### config.mk
export PLATFORM = sky130hd
export DESIGN_NAME = nibble_demux
export DESIGN_NICKNAME = d
export VERILOG_FILES = /design/src/rtl/nibble_demux.sv
export SDC_FILE = /design/constraint.sdc
export NUM_CORES = 1
export LEC_CHECK = 0
export ABC_AREA = 1
export CAP_MARGIN = 10
export CORE_UTILIZATION = 27
export DETAILED_ROUTE_END_ITERATION = 6
export PLACE_DENSITY_LB_ADDON = 0.05
export SYNTH_ARGS = -nofsm -noshare
export SYNTH_HDL_FRONTEND = slang
export SYNTH_SLANG_ARGS = --single-unit
### constraint.sdc
create_clock -name clk -period 3.34 [get_ports clk]
set_input_delay 0.334 -clock clk [delete_from_list [all_inputs] [get_ports clk]]
set_output_delay 0.334 -clock clk [all_outputs]
set_load 0.01 [all_outputs]
### src/rtl/nibble_demux.sv
// Serial-to-nibble demultiplexer: MSB-first bits are steered into slots 3..0 and published as one nibble.
// Optional even-parity fifth bit when NIBBLE_PARITY_EN is defined.
module nibble_demux (
  input  logic       clk,
  input  logic       rst_n,
  input  logic       data_in,
  input  logic       data_valid,
  input  logic       start,
  output logic [1:0] select,
  output logic [3:0] data_out,
  output logic       out_valid,
  output logic       busy,
  output logic       frame_err,
  output logic       parity_err
);

`ifdef NIBBLE_PARITY_EN
  typedef enum logic [1:0] {IDLE, RECV, PAR} state_t;
`else
  typedef enum logic [1:0] {IDLE, RECV} state_t;
`endif

  state_t     state_q;
  logic [1:0] select_q;
  logic [3:0] shadow_q;
  logic [3:0] data_out_q;
  logic       out_valid_q;
  logic       frame_err_q;
  logic [1:0] slot_d;
  logic [3:0] shadow_d;

  // Slot 00 lands in bit3, slot 11 in bit0, so the 4:1 mux reproduces the stream.
  always_comb begin
    slot_d           = 2'd3 - select_q;
    shadow_d         = shadow_q;
    shadow_d[slot_d] = data_in;
  end

`ifdef NIBBLE_PARITY_EN
  logic parity_err_q;
  logic parity_ok_d;

  assign parity_ok_d = ~(^shadow_q ^ data_in);
  assign parity_err  = parity_err_q;
`else
  assign parity_err  = 1'b0;
`endif

  always_ff @(posedge clk or negedge rst_n) begin
    if (!rst_n) begin
      state_q      <= IDLE;
      select_q     <= 2'd0;
      shadow_q     <= 4'd0;
      data_out_q   <= 4'd0;
      out_valid_q  <= 1'b0;
      frame_err_q  <= 1'b0;
`ifdef NIBBLE_PARITY_EN
      parity_err_q <= 1'b0;
`endif
    end else begin
      out_valid_q  <= 1'b0;
      frame_err_q  <= 1'b0;
`ifdef NIBBLE_PARITY_EN
      parity_err_q <= 1'b0;
`endif
      case (state_q)
        IDLE: begin
          if (data_valid && start) begin
            shadow_q <= {data_in, 3'b000};
            select_q <= 2'd1;
            state_q  <= RECV;
          end
        end
        RECV: begin
          if (data_valid) begin
            if (start) begin
              frame_err_q <= 1'b1;
              shadow_q    <= {data_in, 3'b000};
              select_q    <= 2'd1;
            end else if (select_q == 2'd3) begin
              shadow_q <= shadow_d;
`ifdef NIBBLE_PARITY_EN
              state_q  <= PAR;
`else
              data_out_q  <= shadow_d;
              out_valid_q <= 1'b1;
              select_q    <= 2'd0;
              state_q     <= IDLE;
`endif
            end else begin
              shadow_q <= shadow_d;
              select_q <= select_q + 2'd1;
            end
          end
        end
`ifdef NIBBLE_PARITY_EN
        // Select stays at 11 while waiting for the parity bit.
        PAR: begin
          if (data_valid) begin
            if (start) begin
              frame_err_q <= 1'b1;
              shadow_q    <= {data_in, 3'b000};
              select_q    <= 2'd1;
              state_q     <= RECV;
            end else if (parity_ok_d) begin
              data_out_q  <= shadow_q;
              out_valid_q <= 1'b1;
              select_q    <= 2'd0;
              state_q     <= IDLE;
            end else begin
              parity_err_q <= 1'b1;
              select_q     <= 2'd0;
              state_q      <= IDLE;
            end
          end
        end
`endif
        default: begin
          state_q  <= IDLE;
          select_q <= 2'd0;
        end
      endcase
    end
  end

  assign select    = select_q;
  assign data_out  = data_out_q;
  assign out_valid = out_valid_q;
  assign frame_err = frame_err_q;
  assign busy      = (state_q != IDLE);

endmodule

======== Yosys cells after proc, flatten, opt, wreduce, memory -nomap -nowiden ========
Cells that the tools add are included.
operators by class
  $add $sub $neg .......................... 2
  bitwise logic cells ..................... 1
  reductions and logical operators ........ 9
  eq/ne operators ......................... 6
  muxes and demuxes ....................... 23
  order comparisons ....................... 2
operators by type and width
  kind                                                                   number
  2-bit two-way mux                                                      7
  4-bit two-way mux                                                      3
  1-bit two-way mux                                                      8
  2-bit != test, second input constant                                   4
  2-bit case mux with 2 select lines                                     2
  4-bit case mux with 2 select lines                                     1
  4-bit AND reduction                                                    2
  4-bit bitwise mux                                                      1
  2-bit nonzero test                                                     2
  2-bit by 3-bit < comparator with 1-bit output, second input constant   1
  3-bit AND reduction                                                    1
  2-bit by 1-bit adder with 2-bit output, second input constant          1
  1-bit demux with 2-bit select                                          1
  2-bit by 1-bit == test with 1-bit output, second input constant        1
  2-bit == test, second input constant                                   1
  2-bit by 1-bit >= comparator with 1-bit output, second input constant  1
  1-bit logical AND                                                      2
  2-bit zero test                                                        1
  2-bit AND reduction                                                    1
  2-bit subtractor, first input constant                                 1
  1-bit inverter                                                         1
word-level totals
  bits in registers ....................... 14
  word-level logic and storage cells ...... 49

======== Longest topological paths before layout ========
  word-level depth ........................ 9
  gate-level depth with buffers ........... 7

======== Least setup slack after synthesis ========
No wires, ideal clock.
  path kind ............................... flip-flop to flip-flop
  start ................................... register select_q[0], in the netlist select[0]
  end ..................................... register select_q[0], in the netlist select[0]
  stages on the path, launching flop included .. 5
  setup slack ............................. 2.183 ns
  arrival time ............................ 1.028 ns
  library setup time ...................... 0.129 ns
  clock period less this slack ............ 1.157 ns
  path through ............................ dfrtp_1 > ha_1 > nor2_1 > o21ai_0 > o21ai_0
between the ends
  cells in the longest elaborated chain, start to end .. 5
  elaborated cells between the ends (all ways) .. 6
ends and longest elaborated chain
  what                                                                            line    RTL
  start, declared                                                                 24      logic [1:0] select_q;
  start signal, assigned                                                          92      select_q <= select_q + 2'd1;
  2-bit by 1-bit adder with 2-bit output / 2-bit == test (equally long branches)  92, 80
  2-bit two-way mux *                                                             80      end else if (select_q == 2'd3) begin
  2-bit two-way mux *                                                             76      if (start) begin
  2-bit two-way mux *                                                             75      if (data_valid) begin
  2-bit case mux with 2 select lines *                                            66      case (state_q)
Mark *: on every way between the ends. The rest lies on a longest branch, timed or not. The select of a mux whose other input is x is not followed.
A chain may end at the register's enable or synchronous reset.

======== Final worst setup path ========
  start ................................... register select_q[0], in the netlist select[0]
  end ..................................... output select[0]
RTL lines
  what           line  RTL
  end, declared  9     output logic [1:0] select,
No word-level cell between the ends.

==> flow_metrics.py <==
metrics = {
    "cts": {
        "insertion_delay_ns": 0.28,
        "h-tree-depth": 1,
        "post-cts-setup-buffers": 0,
        "clockRootBuffer": "clkbuf_4",
        "cts_hold_buffers": 0,
        "clk_transition_reported_paths_ns": 0.08,
        "cts_tree": "built",
        "cts_sinks": 13,
        "cts_resized": 0,
        "clock_path_buffers": 2,
        "numCtsBuffers": 3,
    },
    "synthesis": {
        "syn_area_sq_um": 654.4,
        "synth_seq_cells": 13,
        "syn_avg_cell_area_sq_um": 8.389,
        "ys_types": 13,
        "ys_seq_area_share_pct": 49.71,
        "yosysTopAreaCell": "dfrtp_1",
        "syn_nets": 88,
        "yosysWarnings": 0,
        "synth.area.top_cells": "dfrtp_1, nand2_1, ha_1",
        "synth_top_cell_area_share_pct": 49.71,
        "synthCells": 78,
    },
    "timing": {
        "rsz0062_at_grt": "no",
        "tns_ns": 0,
        "max_freq_mhz": 618.7,
        "min_period_ns": 1.616,
        "hold_slack_ns": 0.4286,
        "hold_violations": 0,
        "maxSlewViolCount": 0,
        "setup-violations-final": 0,
        "skew_ns": 0.004934,
        "worst_slew_pin_slew_ns": 0.5946,
        "period_share_pct": 48.39,
        "maxSlewHeadroom_pct": 60.23,
        "worst_slack_ns": 1.724,
    },
    "critical_path": {
        "path_cells": "clkdlybuf4s50_1",
        "max_stage_delay_ns": 0.57,
        "cp_top_family": "buffers and inverters",
        "worstPathRequired_ns": 3.01,
        "crit_arrival_ns": 1.28,
        "critPathLaunchType": "flip-flop",
        "critical-path-slowest-cell": "clkdlybuf4s50_1",
        "path_buf_inv": 1,
        "cp_max_fo": 6,
        "endpoint_kind": "output pin",
        "critical_path_class": "flip-flop to output pin",
    },
    "routing": {
        "wl_per_cell_um": 10.07,
        "wirelength_mm": 1.228,
        "drt_iter0_drc": 10,
        "drt_pass1_iterations": 4,
        "route.detailed.drc": 0,
        "num_vias": 512,
        "viasPerCell": 4.197,
        "ant_nets": 0,
    },
    "power_and_ir_drop": {
        "p_leak_uw": 0.0004263,
        "p_per_area_mw_per_mm2": 765.2,
        "total_power_uw": 641.4,
        "irDropWorstVdd_mv": 0.3871,
    },
    "global_route": {
        "grt_max_degree": 14,
        "grt_pass1_wl_mm": 2.104,
        "grt_use_met1_pct": 15.63,
        "antenna_found_initial": 0,
        "grt_use_total_pct": 11.44,
        "gr-usage-met2_pct": 14.91,
        "grt_overflow_total": 0,
        "grt_busiest_layer": "met1",
        "grt_pass1_vias": 437,
        "grt_use_met3_pct": 5.357,
    },
    "layout": {
        "area_growth_pct": 28.11,
        "layout-drive-gt1-share_pct": 6.383,
        "final_nets": 105,
        "layout_common_cells": "nand2_1, dfrtp_1, clkdlybuf4s50_1",
        "final_common_cell": "nand2_1",
        "diodes": 0,
    },
    "hold_path": {
        "hp-class": "input pin to asynchronous set/reset pin",
    },
    "floorplanning": {
        "rows": 17,
        "dieArea_sq_mm": 0.002625,
        "die_width_um": 51.23,
        "initial_core_util_pct": 29.02,
        "coreArea_sq_mm": 0.002255,
        "pin_count": 15,
        "die_h_um": 51.23,
    },
    "placed_design": {
        "gp_congestion": 0.7781,
        "port_buffers": 13,
        "dp.final_hpwl_um": 933,
        "place_ws_ns": 1.805,
    },
    "outcome": {
        "status": "finished, final reports clean",
    },
    "job": {
        "drv_cap": 0,
    },
}
[per-layer routing]
layer	vias to the layer above	part of all wire [%]
li1	276	-
met4	0	1.4
met5	-	0
met3	2	5.9
met2	12	42
met1	222	51
[logic make-up (layout without fill, tap and decap cells)]
kind of cell,after synthesis,in the layout,share of synthesized area [%]
AND/OR/NAND/NOR,40,40,26.96
flip-flops,13,13,49.71
buffers and inverters,10,26,6.310
AO/OA/AOI/OAI,9,9,6.883
adder cells (fa/ha/maj),5,5,9.560
other,1,1,0.5731
[through the flow]
stage,util [%],cell area (sq um),std cells
4_1_cts,37.18,838.3,122
6_report,37.18,838.3,122
3_5_place_dp,36.02,812.0,118
2_1_floorplan,-,654.4,78
3_3_place_gp,36.02,812.0,118
5_1_grt,37.18,838.3,122
[sequential cells by signal, summed over array words and instances, names as in the netlist]
register,cells
state_q,1
select,2
out_valid,1
frame_err,1
shadow_q,4
data_out,4
[synthesized netlist by cell type]
cell and instances:
conb_1 1, nand4_1 1, buf_4 1, ha_1 5
nand2_2 1, o21ai_0 9, nand2_4 1, nand2_1 28
dfrtp_1 13, inv_1 9, nand3_1 5, nor2_1 3
nor2_4 1
[cell type report]
type / count / area, sq um
Fill cell: 255 / 1416
Sequential cell: 13 / 325.3
Multi-Input combinational cell: 55 / 287.8
Timing Repair Buffer: 13 / 130.1
Tap cell: 28 / 35.03
Inverter: 9 / 33.78
Clock buffer: 4 / 26.28
[where the power goes]
part           leakage, uW  switching (uW)  internal, uW  total [uW]
logic             0.000243             148           139         288
registers         0.000168            42.2           213         256
clock network    0.0000150            51.9          46.3        98.2
total             0.000426             242           399         641
[path summary, 6_finish.rpt]
kind	start	endpoint	cells past startpoint	slack, ns
setup / recovery	select[0]$_DFFE_PN0P_	select[0]	1	1.72
max in group asynchronous	rst_n	select[0]$_DFFE_PN0P_	1	2.52
hold / removal	rst_n	frame_err$_DFF_PN0_	1	0.43
setup reg to reg	select[0]$_DFFE_PN0P_	select[0]$_DFFE_PN0P_	4	2.12
min in group clk	data_out[1]$_DFFE_PN0P_	data_out[1]$_DFFE_PN0P_	2	0.48
hold reg to reg	data_out[1]$_DFFE_PN0P_	data_out[1]$_DFFE_PN0P_	2	0.48
No activity file was read; power rests on OpenSTA's default activity.
